[src/rtl/param_fifo_if.sv]
// Handshake and status bundle for param_fifo.
// The master side drives requests and the slave side (the FIFO) returns data and flags.
interface param_fifo_if #(
    parameter int DATA_W = 8,
    parameter int DEPTH  = 8
);
    localparam int CNT_W = $clog2(DEPTH) + 1;

    logic              wr;
    logic [DATA_W-1:0] din;
    logic              rd;
    logic              clr_err;
    logic [DATA_W-1:0] dout;
    logic              full;
    logic              empty;
    logic              almost_full;
    logic              almost_empty;
    logic [CNT_W-1:0]  fifo_cnt;
    logic              overflow;
    logic              underflow;

    modport master (
        output wr, din, rd, clr_err,
        input  dout, full, empty, almost_full, almost_empty, fifo_cnt, overflow, underflow
    );

    modport slave (
        input  wr, din, rd, clr_err,
        output dout, full, empty, almost_full, almost_empty, fifo_cnt, overflow, underflow
    );
endinterface

[src/rtl/param_fifo.sv]
// Synchronous single-clock FIFO with occupancy-decoded flags, sticky error flags
// and an optional first-word-fall-through read port.
module param_fifo #(
    parameter int DATA_W   = 8,
    parameter int DEPTH    = 8,
    parameter int AF_LEVEL = DEPTH - 2,
    parameter int AE_LEVEL = 2,
    parameter int FWFT     = 0
) (
    input logic       clk,
    input logic       rst,
    param_fifo_if.slave bus
);
    localparam int AW    = $clog2(DEPTH);
    localparam int CNT_W = AW + 1;

    logic [DATA_W-1:0] mem [DEPTH];
    logic [AW-1:0]     wr_ptr;
    logic [AW-1:0]     rd_ptr;
    logic [CNT_W-1:0]  cnt;
    logic [DATA_W-1:0] dout_q;
    logic              ovf_q;
    logic              udf_q;
    logic              rd_ok;
    logic              wr_ok;

    // A full FIFO still takes a write when a read frees a slot in the same cycle.
    always_comb begin
        rd_ok = bus.rd && (cnt != '0);
        wr_ok = bus.wr && ((cnt != CNT_W'(DEPTH)) || rd_ok);
    end

    always_ff @(posedge clk) begin
        if (wr_ok) begin
            mem[wr_ptr] <= bus.din;
        end
    end

    always_ff @(posedge clk or posedge rst) begin
        if (rst) begin
            wr_ptr <= '0;
            rd_ptr <= '0;
            cnt    <= '0;
            dout_q <= '0;
            ovf_q  <= 1'b0;
            udf_q  <= 1'b0;
        end else begin
            if (wr_ok) begin
                wr_ptr <= wr_ptr + AW'(1);
            end
            if (rd_ok) begin
                rd_ptr <= rd_ptr + AW'(1);
                dout_q <= mem[rd_ptr];
            end
            case ({wr_ok, rd_ok})
                2'b10:   cnt <= cnt + CNT_W'(1);
                2'b01:   cnt <= cnt - CNT_W'(1);
                default: cnt <= cnt;
            endcase
            ovf_q <= (bus.wr && !wr_ok) || (ovf_q && !bus.clr_err);
            udf_q <= (bus.rd && !rd_ok) || (udf_q && !bus.clr_err);
        end
    end

    // In FWFT mode dout_q tracks the last word popped, so it is exactly the value to hold while empty.
    generate
        if (FWFT != 0) begin : g_fwft
            assign bus.dout = (cnt != '0) ? mem[rd_ptr] : dout_q;
        end else begin : g_std
            assign bus.dout = dout_q;
        end
    endgenerate

    assign bus.fifo_cnt     = cnt;
    assign bus.empty        = (cnt == '0);
    assign bus.full         = (cnt == CNT_W'(DEPTH));
    assign bus.almost_full  = (cnt >= CNT_W'(AF_LEVEL));
    assign bus.almost_empty = (cnt <= CNT_W'(AE_LEVEL));
    assign bus.overflow     = ovf_q;
    assign bus.underflow    = udf_q;
endmodule

[src/flat_wrapper.sv]
// flat-port wrapper written by rule: the top's interface ports become plain ports
module param_fifo_flat 
#(
    parameter int DATA_W   = 8,
    parameter int DEPTH    = 8,
    parameter int AF_LEVEL = DEPTH - 2,
    parameter int AE_LEVEL = 2,
    parameter int FWFT     = 0
)
  (clk, rst, bus_wr, bus_din, bus_rd, bus_clr_err, bus_dout, bus_full, bus_empty, bus_almost_full, bus_almost_empty, bus_fifo_cnt, bus_overflow, bus_underflow);
  param_fifo_if #(.DATA_W(DATA_W), .DEPTH(DEPTH)) bus_i ();
  input logic clk;
  input logic rst;
  input wire logic [$bits(bus_i.wr)-1:0] bus_wr;
  input wire logic [$bits(bus_i.din)-1:0] bus_din;
  input wire logic [$bits(bus_i.rd)-1:0] bus_rd;
  input wire logic [$bits(bus_i.clr_err)-1:0] bus_clr_err;
  output wire logic [$bits(bus_i.dout)-1:0] bus_dout;
  output wire logic [$bits(bus_i.full)-1:0] bus_full;
  output wire logic [$bits(bus_i.empty)-1:0] bus_empty;
  output wire logic [$bits(bus_i.almost_full)-1:0] bus_almost_full;
  output wire logic [$bits(bus_i.almost_empty)-1:0] bus_almost_empty;
  output wire logic [$bits(bus_i.fifo_cnt)-1:0] bus_fifo_cnt;
  output wire logic [$bits(bus_i.overflow)-1:0] bus_overflow;
  output wire logic [$bits(bus_i.underflow)-1:0] bus_underflow;
  assign bus_i.wr = bus_wr;
  assign bus_i.din = bus_din;
  assign bus_i.rd = bus_rd;
  assign bus_i.clr_err = bus_clr_err;
  assign bus_dout = bus_i.dout;
  assign bus_full = bus_i.full;
  assign bus_empty = bus_i.empty;
  assign bus_almost_full = bus_i.almost_full;
  assign bus_almost_empty = bus_i.almost_empty;
  assign bus_fifo_cnt = bus_i.fifo_cnt;
  assign bus_overflow = bus_i.overflow;
  assign bus_underflow = bus_i.underflow;
  param_fifo #(.DATA_W(DATA_W), .DEPTH(DEPTH), .AF_LEVEL(AF_LEVEL), .AE_LEVEL(AE_LEVEL), .FWFT(FWFT)) u_core (.clk(clk), .rst(rst), .bus(bus_i));
endmodule
[config.mk]
export PLATFORM = sky130hd
export DESIGN_NAME = param_fifo_flat
export DESIGN_NICKNAME = d
export VERILOG_FILES = /design/src/rtl/param_fifo_if.sv /design/src/rtl/param_fifo.sv /design/src/flat_wrapper.sv
export SDC_FILE = /design/constraint.sdc
export NUM_CORES = 1
export LEC_CHECK = 0
export CORE_UTILIZATION = 40
export CTS_BUF_LIST = sky130_fd_sc_hd__clkbuf_8
export DETAILED_ROUTE_END_ITERATION = 10
export DONT_BUFFER_PORTS = 1
export GPL_ROUTABILITY_DRIVEN = 0
export PLACE_DENSITY_LB_ADDON = 0.2
export REMOVE_ABC_BUFFERS = 1
export SYNTH_ARGS = -nofsm -noshare
export SYNTH_HDL_FRONTEND = slang
export SYNTH_SLANG_ARGS = --single-unit
[constraint.sdc]
create_clock -name clk -period 2.9 [get_ports clk]
set_input_delay 0.58 -clock clk [delete_from_list [all_inputs] [get_ports clk]]
set_output_delay 0.58 -clock clk [all_outputs]
set_load 0.05 [all_outputs]
==> results of run 1 <==
-- kinds of logic (layout without fill, tap and decap cells) --
family,after synthesis,after routing,synth area share
buffers and inverters,17,42,0.0286
xor gates and xnor gates,6,6,0.0150
AOI/OAI and AO/OA,37,37,0.0832
and+or+nand+nor,43,43,0.0546
DFF,84,84,0.691
muxes,35,35,0.107
adders and majority gates,5,5,0.0200
-- worst max-delay path, stage by stage (launching register included) --
cell      delay [ns]
dfrtp_1         0.38
or3_1           0.41
o21ai_2         0.15
or2_2           0.14
inv_1           0.05
ha_1            0.29
or2_2           0.29
and2_1          0.18
a221o_1         0.34
o221ai_1        0.06
-- power by group --
group	switching (mW)	internal, mW	total (mW)
Clock	0.447	0.410	0.857
Sequential	0.360	1.55	1.91
Combinational	0.862	0.591	1.45
-- flip-flops by register name, indices dropped and copies added (netlist names) --
signal / flops
u_core.mem: 64
u_core.wr_ptr: 3
u_core.bus.fifo_cnt: 4
u_core.bus.underflow: 1
u_core.bus.overflow: 1
u_core.bus.dout: 8
u_core.rd_ptr: 3
-- cells in the mapped netlist (2+ instances only) --
cell type / count / share of area
ha_1: 4 / 0.014
inv_1: 7 / 0.0075
nand2_1: 20 / 0.021
a221o_1: 9 / 0.026
mux2i_1: 17 / 0.049
buf_1: 2 / 0.0021
edfxtp_1: 64 / 0.55
buf_2: 2 / 0.0029
nor2b_1: 2 / 0.0036
buf_6: 3 / 0.0096
nor2_1: 10 / 0.011
dfrtp_1: 20 / 0.14
nor3_1: 2 / 0.0029
buf_4: 3 / 0.0064
a22o_1: 2 / 0.0050
mux2_2: 16 / 0.051
nand2b_1: 5 / 0.0089
o21ai_1: 8 / 0.011
xnor2_1: 4 / 0.010
or2_2: 2 / 0.0036
o22ai_1: 8 / 0.014
xor2_1: 2 / 0.0050
-- cell type report --
cell class / instances / area (sq um)
clock buffer: 9 / 124
timing repair buffer: 19 / 143
sequential: 84 / 2420
clock inverter: 7 / 81.3
tap: 105 / 131
multi-input combinational: 126 / 987
inverter: 7 / 26.3
fill: 763 / 4430
-- through the flow --
| step | power (mW) | setup slack [ns] | setup TNS [ns] | cells |
|---|---|---|---|---|
| after floorplan | 2.98 | -0.268 | -0.268 | 217 |
| after global placement | 3.39 | 0.593 | 0 | 341 |
| after detailed placement | 3.41 | 0.527 | 0 | 341 |
| after CTS | 4.26 | 0.498 | 0 | 357 |
| after global routing | 4.46 | 0.402 | 0 | 357 |
| final | 4.22 | 0.506 | 0 | 357 |
-- worst max path at each step --
stage / slack [ns] / end / startpoint
global placement: 0.59 / u_core.bus.fifo_cnt[3] / u_core.bus.fifo_cnt[0]
finish: 0.51 / u_core.bus.fifo_cnt[3] / u_core.bus.fifo_cnt[0]
CTS: 0.50 / u_core.bus.fifo_cnt[3] / u_core.bus.fifo_cnt[0]
global route: 0.40 / u_core.bus.fifo_cnt[3] / u_core.bus.fifo_cnt[0]
detailed placement: 0.53 / u_core.bus.fifo_cnt[3] / u_core.bus.fifo_cnt[0]
floorplan: -0.27 / u_core.bus.fifo_cnt[3] / u_core.bus.fifo_cnt[0]
-- metal layers --
layer / GRT usage / vias to the layer above / wire length, microns
li1: - / 890 / -
met1: 0.221 / 935 / 3060
met2: 0.269 / 50 / 3290
met3: 0.0399 / 10 / 332
met4: 0.0684 / 0 / 91
met5: 0 / - / 0
==> metrics.md, run 1 <==
| Metric | Value |
|---|---|
| Max_cap viols | 0 |
| Required @ worst endpoint | ~3.2 ns |
| H-tree Lvls | 3 |
| I/O pins | 31 |
| Drt first pass iters | 4 |
| DIE WIDTH | 95.6 microns |
| Final Core Density | 0.469 |
| Max FO, Critical Path | 3 |
| Reg-to-reg slack, setup | 0.51 ns |
| Sequential area share after synthesis | 0.691 |
| Slew @ Worst Pin | 0.870 ns |
| Detail Placement HPWL | 4290 microns |
| Hold Buf Count CTS | 0 |
| Starting DRT DRC Count | 64 |
| Period minus WS final | ~2.4 ns |
| Starting Density | 0.420 |
| R2R Path Start | u_core.bus.fifo_cnt[0] |
| Clock Skew | 0.0121 ns |
| Post-synth cell types | 37 |
| Reg2reg path depth | 9 |
| Top FF cell, synth | edfxtp_1 |
| TritonCTS clock tree | done |
| Initial antenna violation count | 0 |
| Worst skew pair latency | around 0.36 ns |
| Cell Rows | 33 |
| Antenna Cells | 0 |
| Die Y | 95.6 microns |
| Vias | roughly 1,900 |
| Post-DP Area | 3710 sq um |
| R2r endpoint | u_core.bus.fifo_cnt[3] |
| Leak Pwr | 1.46 nW |
| Routed len/inst | 19.0 microns |
| Final worst-path cycle share | 0.825 |
| Avg Vias per Cell | 5.28 |
| Buffers on Ports | 0 |
| Most frequent cells in the layout | 64 x edfxtp_1, 20 x nand2_1, 20 x dfrtp_1, 19 x buf_4, 17 x mux2i_1 |
| Cts repair resizes | 0 |
| Unrepaired setup endpoints after global routing | no |
| Fin area | 3920 sq um |
| Worst-path clk slew | approximately 0.090 ns |
| Critical Path Start Type | flip-flop |
| Die area | roughly 9100 sq um |
| WHS | 0.280 ns |
| Final setup violating endpoints | 0 |
| Cell count after synthesis | 227 |
| Max-slew violations | 0 |
| Core footprint | 8340 sq um |
| #FFs+latches synth | 84 |
| Synthesized cell area | 3500 sq um |
| Setup crit end kind | flip-flop |
| First-pass GRT wire length | approximately 11,000 microns |
| Layout cell share with drive strength beyond 1 | 0.230 |
| Post-CTS setup buffers | 0 |
| Worst min path class | input port to async pin |
| P per Cell Area | 1080 nW/um^2 |
| Worst slew margin | 0.419 |
| GR Util All Layers | 0.169 |
| Worst Path Arrival | around 2.7 ns |
| TritonCTS buffer count | 9 |
| DRT Wirelength | 6780 microns |
| Total gr overflow | 0 |
| Most common cell after layout, fill and taps aside | edfxtp_1 |
| Synth async-reset ratio | 0.238 |
| Syn. warnings | 0 |
| Largest net degree at the start of global routing | 35 |
| Fin. Hold Viols | 0 |
| Outcome | completed |
| Vias in the first global route | 1,957 |
| Clk sinks | 84 |
| DRC | 0 |
| EDFF count, synth | 64 |
| Max clock buf depth | 2 |
| Syn Area/Cell | 15.4 sq um |
| WS Path Type | flip-flop to flip-flop |
| Fmax | 418 MHz |
| Area grow syn2layout | 11.7% |
| Post-DRT Antenna Nets | 0 |
| CTS root buf | clkbuf_8 |
| Final nets | 265 |
| Peak VDD IR | 0.357 mV |
Power figures use the tool's default switching activity.
==> run 2, diff against run 1 <==
==> constraint.sdc (replaced) <==
create_clock -name clk -period 1.95 [get_ports clk]
set_input_delay 0.39 -clock clk [delete_from_list [all_inputs] [get_ports clk]]
set_output_delay 0.39 -clock clk [all_outputs]
set_load 0.05 [all_outputs]
==> run 2 against run 1 <==
The run now ends with negative setup slack left. Routed wire length rose by 3.1%. Sequential share of layout area fell by 4.2 points. Total power rose by 55%. Hold slack got worse by 0.15 ns. Largest cell class unchanged.
==> metrics.md, run 2 (synthesized netlist as in run 1, its figures left out) <==
| Metric | Value |
|---|---|
| Worst Path Buf+Inv | 1 |
| Vias in the first global route | just under 2,000 |
| Cell Rows | 33 |
| Clk sinks | 84 |
| Crit-path slowest cell | or3_4 |
| Worst-path clk slew | 0.08 ns |
| Vias | between 1,500 and 2,000 |
| DIE WIDTH | 95.6 microns |
| Final nets | 280 |
| Most common cell after layout, fill and taps aside | edfxtp_1 |
| Slew @ Worst Pin | between 0.6 and 0.7 ns |
| Die area | between 9000 and 10,000 sq um |
| Fillers | 731 |
| Place WS | -0.394 ns |
| Post-DP Area | about 3800 sq um |
| Fin. Hold Viols | 0 |
| Starting Density | 0.420 |
| DRC | 0 |
| GR Util All Layers | 0.170 |
| Initial antenna violation count | 0 |
| Largest net degree at the start of global routing | 35 |
| Unrepaired setup endpoints after global routing | yes |
| Buffers on Ports | 0 |
| Most flop-heavy register | u_core.mem |
| TritonCTS buffer count | 9 |
| Crit-path cells | or3_4, o21ai_2, or2_4, inv_4, ha_4, a211o_1, and2_4, a221o_1, o221ai_2 |
| I/O pins | 31 |
| Max FO, Critical Path | 3 |
| Worst min path class | input port to flip-flop |
| Max clock buf depth | 2 |
| Reg area | 2420 sq um |
| Critical Path Start Type | flip-flop |
| Outcome | complete, but fails checks |
| TritonCTS clock tree | done |
| Total gr overflow | 0 |
| Final WS setup | -0.259 ns |
| P per Cell Area | approximately 1600 nW/um^2 |
| Detail Placement HPWL | 4250 microns |
| Area grow syn2layout | 19.9% |
| Violated checks | negative setup slack |
| Fmax | 453 MHz |
| Core footprint | 8340 sq um |
| Max_cap viols | 0 |
| Most frequent cells in the layout | 64 x edfxtp_1, 22 x buf_4, 20 x dfrtp_1, 19 x nand2_1, 17 x mux2i_1 |
| Beginning of the critical path | u_core.bus.fifo_cnt[1] |
| First-pass GRT wire length | between 10,000 and 15,000 microns |
| Max reg flops | 64 |
| Max-slew violations | 0 |
| Post-DRT Antenna Nets | 0 |
| CTS root buf | clkbuf_8 |
| Required @ worst endpoint | 2.22 ns |
| Fin area | about 4200 sq um |
| R2R Path Start | u_core.bus.fifo_cnt[1] |
| Layout cell share with drive strength beyond 1 | 0.337 |
| Antenna Cells | 0 |
| Peak VDD IR | 0.665 mV |
| CP max stage delay | 0.40 ns |
| Worst slew margin | 0.575 |
| Worst skew pair latency | 0.35 ns |
| Leak Pwr | 1.57 nW |
| Starting DRT DRC Count | 136 |
| Delay-heaviest family, CP | compound AO/OA/AOI/OAI gates |
| Area taken by multi-input logic gates | 1120 sq um |
| Die Y | 95.6 microns |
| Final Core Density | 0.504 |
| DRT Wirelength | roughly 7000 microns |
| H-tree Lvls | 3 |
| Period minus WS final | 2.21 ns |
| Worst Path Arrival | 2.47 ns |
| Routed len/inst | ~19 microns |
| Final worst-path cycle share | 1.13 |
| Worst hold start | bus_din[5] |
| WS Path Type | flip-flop to flip-flop |
| Final setup violating endpoints | 3 |
| Setup crit end kind | flip-flop |
| Clock Skew | 0.0119 ns |
| WHS | 0.129 ns |
| Drt first pass iters | 4 |
| Avg Vias per Cell | 5.14 |
==> run 2: what timing repair did <==
action                     in CTS  in global routing
buffers inserted                2                  6
pin swaps                       7                  4
hold endpoints to repair       20                  0
hold buffers                    1                  0
setup endpoints to repair      58                 61
gates resized for setup        18                 22
==> run 2: where the power goes <==
group / total [mW] / internal, mW / leakage [nW] / switching (mW)
registers: 2.83 / 2.30 / 0.823 / 0.526
clock network: 1.08 / 0.486 / 0.0963 / 0.594
logic: 2.64 / 1.19 / 0.652 / 1.45
total: 6.55 / 3.98 / 1.57 / 2.57
==> run 2: per-layer routing <==
metal  track usage  up-vias  wire [microns]
met5             0        -               0
met4        0.0858        0             114
met3        0.0351        8             232
met2         0.258       34            3320
met1         0.232      949            3330
li1              -      921               -
==> run 2: metrics by stage <==
stage / total power, mW / std cells / TNS (ns)
CTS: 6.40 / 366 / -0.354
detailed placement: 5.19 / 347 / -10.02
global route: 6.93 / 372 / -0.765
finish: 6.55 / 372 / -0.402
global placement: 5.15 / 347 / -8.46
floorplan: 4.43 / 217 / -20.20
==> run 2: area by class of cell <==
class,instances,area share
Clock buffer,10,0.0328
Clock inverter,6,0.00804
Inverter,7,0.00685
Multi-Input combinational cell,126,0.266
Sequential cell,84,0.577
Tap cell,105,0.0313
Timing Repair Buffer,34,0.0783
==> run 2: worst reg2reg max path, delay by kind of cell (launching register included) <==
family	cells	cell delay, ns
fa+ha+maj	1	0.20
flops	1	0.38
buf+inv	1	0.05
simple gates	3	0.72
compound gates	4	0.79
==> run 2: final timing paths <==
check	slack (ns)	cells past startpoint	to
max	-0.26	9	u_core.bus.fifo_cnt[3]
min	0.13	0	u_core.mem[5][5]
max reg2reg	-0.26	9	u_core.bus.fifo_cnt[3]
min reg2reg	0.55	1	u_core.rd_ptr[2]
max in group asynchronous	1.17	3	u_core.rd_ptr[1]
min in group asynchronous	0.52	3	u_core.bus.dout[5]
==> run 3, diff against run 2 <==
--- a/config.mk
+++ b/config.mk
@@ -5,7 +5,7 @@
 export SDC_FILE = /design/constraint.sdc
 export NUM_CORES = 1
 export LEC_CHECK = 0
-export CORE_UTILIZATION = 40
+export CORE_UTILIZATION = 25
 export CTS_BUF_LIST = sky130_fd_sc_hd__clkbuf_8
 export DETAILED_ROUTE_END_ITERATION = 10
 export DONT_BUFFER_PORTS = 1
==> run 3 against run 2 <==
The run still ends with negative setup slack left. Sequential power barely moved. Setup slack got worse by 0.030 ns. First-iteration DRC count fell by 36%. Count of clock-buffer cells in the layout is 1 lower. Critical path depth is the same. Global-route usage fell by 6.1 points. Cell area shrank 0.54%. Sequential cell count unchanged. Hold slack got worse by 0.014 ns. Sequential share of layout area grew 0.31 points. Combinational power decreased by 8.3%. Clock skew down 0.0020 ns. Critical endpoint unchanged. Largest power group unchanged. Highest routed layer unchanged.
==> metrics.md, run 3 (synthesized netlist as in run 1, its figures left out) <==
| Metric | Value |
|---|---|
| CTS root buf | clkbuf_8 |
| I/O pins | 31 |
| Core footprint | around 13,000 sq um |
| Worst skew pair latency | roughly 0.36 ns |
| Worst-path clk slew | 0.09 ns |
| GR Util All Layers | 0.109 |
| Final WS setup | -0.289 ns |
| Total gr overflow | 0 |
| Area grow syn2layout | 19.2% |
| Met3 usage | 0.0429 |
| Non-Filler Instances | 437 |
| Final nets | 274 |
| Sw power | 2.55 mW |
| Vias | ~1,900 |
| TritonCTS buffer count | 9 |
| Clk pwr share | 0.188 |
| Max clock buf depth | 2 |
| Critical Path Start Type | flip-flop |
| P per Cell Area | approximately 1600 nW/um^2 |
| Violated checks | negative setup slack |
| Required @ worst endpoint | 2.23 ns |
| Net Sw Frac | 0.392 |
| H-tree Lvls | 3 |
| WS Path Type | flip-flop to flip-flop |
| Place WS | -0.400 ns |
| Routed len/inst | about 16 microns |
| Final setup violating endpoints | 4 |
| Buffers on Ports | 0 |
| Starting DRT DRC Count | 87 |
| Drt first pass iters | 4 |
| Fin area | 4180 sq um |
| M1 GR Usage | 0.125 |
| Most flop-heavy register | u_core.mem |
| Clk sinks | 84 |
| Leak Pwr | 1.52 nW |
| Period minus WS final | 2.24 ns |
| Unrepaired setup endpoints after global routing | yes |
| GR peak layer | met2 |
| Post-DRT Antenna Nets | 0 |
| Worst min path class | input port to flip-flop |
| DIE WIDTH | 120 microns |
| Fin. Hold Viols | 0 |
| Outcome | complete, but fails checks |
| Int Pwr | 3.95 mW |
| First-pass GRT wire length | about 11,000 microns |
| Antenna Cells | 0 |
| Vias in the first global route | 2,030 |
| Die Y | around 120 microns |
| Initial antenna violation count | 0 |
| Peak VDD IR | a little over 0.4 mV |
| Post-DP Area | 3850 sq um |
| Placed cells | 417 |
| Grt met2 use | 0.183 |
| Die area | 14,500 sq um |
| Pwr Total | 6.49 mW |
| Layout cell share with drive strength beyond 1 | 0.318 |
| Detail Placement HPWL | 4650 microns |
| Most frequent cells in the layout | 64 x edfxtp_1, 24 x buf_4, 20 x dfrtp_1, 19 x nand2_1, 17 x mux2i_1 |
| DRC | 0 |
| Cell Rows | 42 |
| Worst Path Arrival | 2.52 ns |
| Fmax | 447 MHz |
| Max_cap viols | 0 |
| Max FO, Critical Path | 3 |
| Clock Skew | a little under 0.01 ns |
| Seq pwr share | 0.439 |
| TritonCTS clock tree | done |
| Final worst-path cycle share | 1.15 |
| Combinational fraction of design power | 0.373 |
| Worst slew margin | 0.621 |
| Slew @ Worst Pin | around 0.57 ns |
| Starting Density | 0.261 |
| Largest net degree at the start of global routing | 35 |
| Setup crit end kind | flip-flop |
| DRT Wirelength | 7140 microns |
| Most common cell after layout, fill and taps aside | edfxtp_1 |
| Fillers | 1,355 |
| Avg Vias per Cell | about 4.3 |
| Max reg flops | 64 |
| Max-slew violations | 0 |
[run 3: changes by cell type in the layout (fill, tap and decap cells not counted), moves of 2 or more]
cell,change
buf_6,-5
nor2_2,+3
nor2_4,-3
buf_12,-2
buf_4,+2
clkinv_4,-2
clkinvlp_4,+2
[run 3: routing by layer]
metal | vias to the layer above | wire length (microns)
li1 | 915 | -
met3 | 9 | 278
met2 | 22 | 3610
met5 | - | 0
met4 | 0 | 106
met1 | 935 | 3150
[run 3: worst paths after layout]
kind / slack [ns] / from / end / cells past startpoint
setup / recovery: -0.29 / u_core.bus.fifo_cnt[2] / u_core.bus.fifo_cnt[3] / 9
hold / removal: 0.11 / bus_din[7] / u_core.mem[3][7] / 0
setup reg to reg: -0.29 / u_core.bus.fifo_cnt[2] / u_core.bus.fifo_cnt[3] / 9
hold reg to reg: 0.55 / u_core.rd_ptr[2] / u_core.rd_ptr[2] / 1
max in group asynchronous: 1.21 / rst / u_core.wr_ptr[0] / 3
min in group asynchronous: 0.50 / rst / u_core.bus.dout[7] / 3
[run 3: final cells by class]
| type | count | area [sq um] | share of cell area |
|---|---|---|---|
| Timing Repair Buffer | 28 | 233 | 0.0557 |
| Inverter | 7 | 26.3 | 0.00629 |
| Tap cell | 176 | 220 | 0.0527 |
| Sequential cell | 84 | 2420 | 0.580 |
| Clock buffer | 9 | 124 | 0.0296 |
| Clock inverter | 7 | 67.6 | 0.0162 |
| Multi-Input combinational cell | 126 | 1090 | 0.260 |
[run 3: timing repair]
| action | in CTS | in global routing |
|---|---|---|
| pin swaps | 7 | 1 |
| hold buffers | 1 | 0 |
| setup buffers | 3 | 0 |
| setup endpoints to repair | 60 | 61 |
| hold endpoints to repair | 20 | 0 |
| resized for setup | 17 | 10 |
[run 3: power groups by stage]
| stage | Combinational, mW | Sequential (mW) | Clock [mW] |
|---|---|---|---|
| 6_report | 2.42 | 2.85 | 1.22 |
| 5_1_grt | 2.65 | 2.90 | 1.34 |
| 4_1_cts | 2.43 | 2.86 | 1.28 |
| 3_5_place_dp | 2.31 | 2.89 | 0 |
| 3_3_place_gp | 2.29 | 2.88 | 0 |
| 2_1_floorplan | 1.31 | 3.12 | 0 |
[run 3: critical path: stages, from the launching register on]
cell and delay, ns:
dfrtp_1 0.38, or3_4 0.40, o21ai_2 0.13, or2_4 0.14, inv_2 0.05, ha_4 0.22
a211o_1 0.28, and2_4 0.18, a221o_1 0.31, o221ai_1 0.07
[run 3: per-stage QoR]
step,util,hold slack [ns],setup TNS (ns)
after detailed placement,0.286,0.347,-8.31
after floorplan,-,0.354,-20.20
after global placement,0.286,0.345,-7.49
after global routing,0.311,0.0806,-0.694
after CTS,0.307,0.0855,-0.739
final,0.311,0.115,-0.431
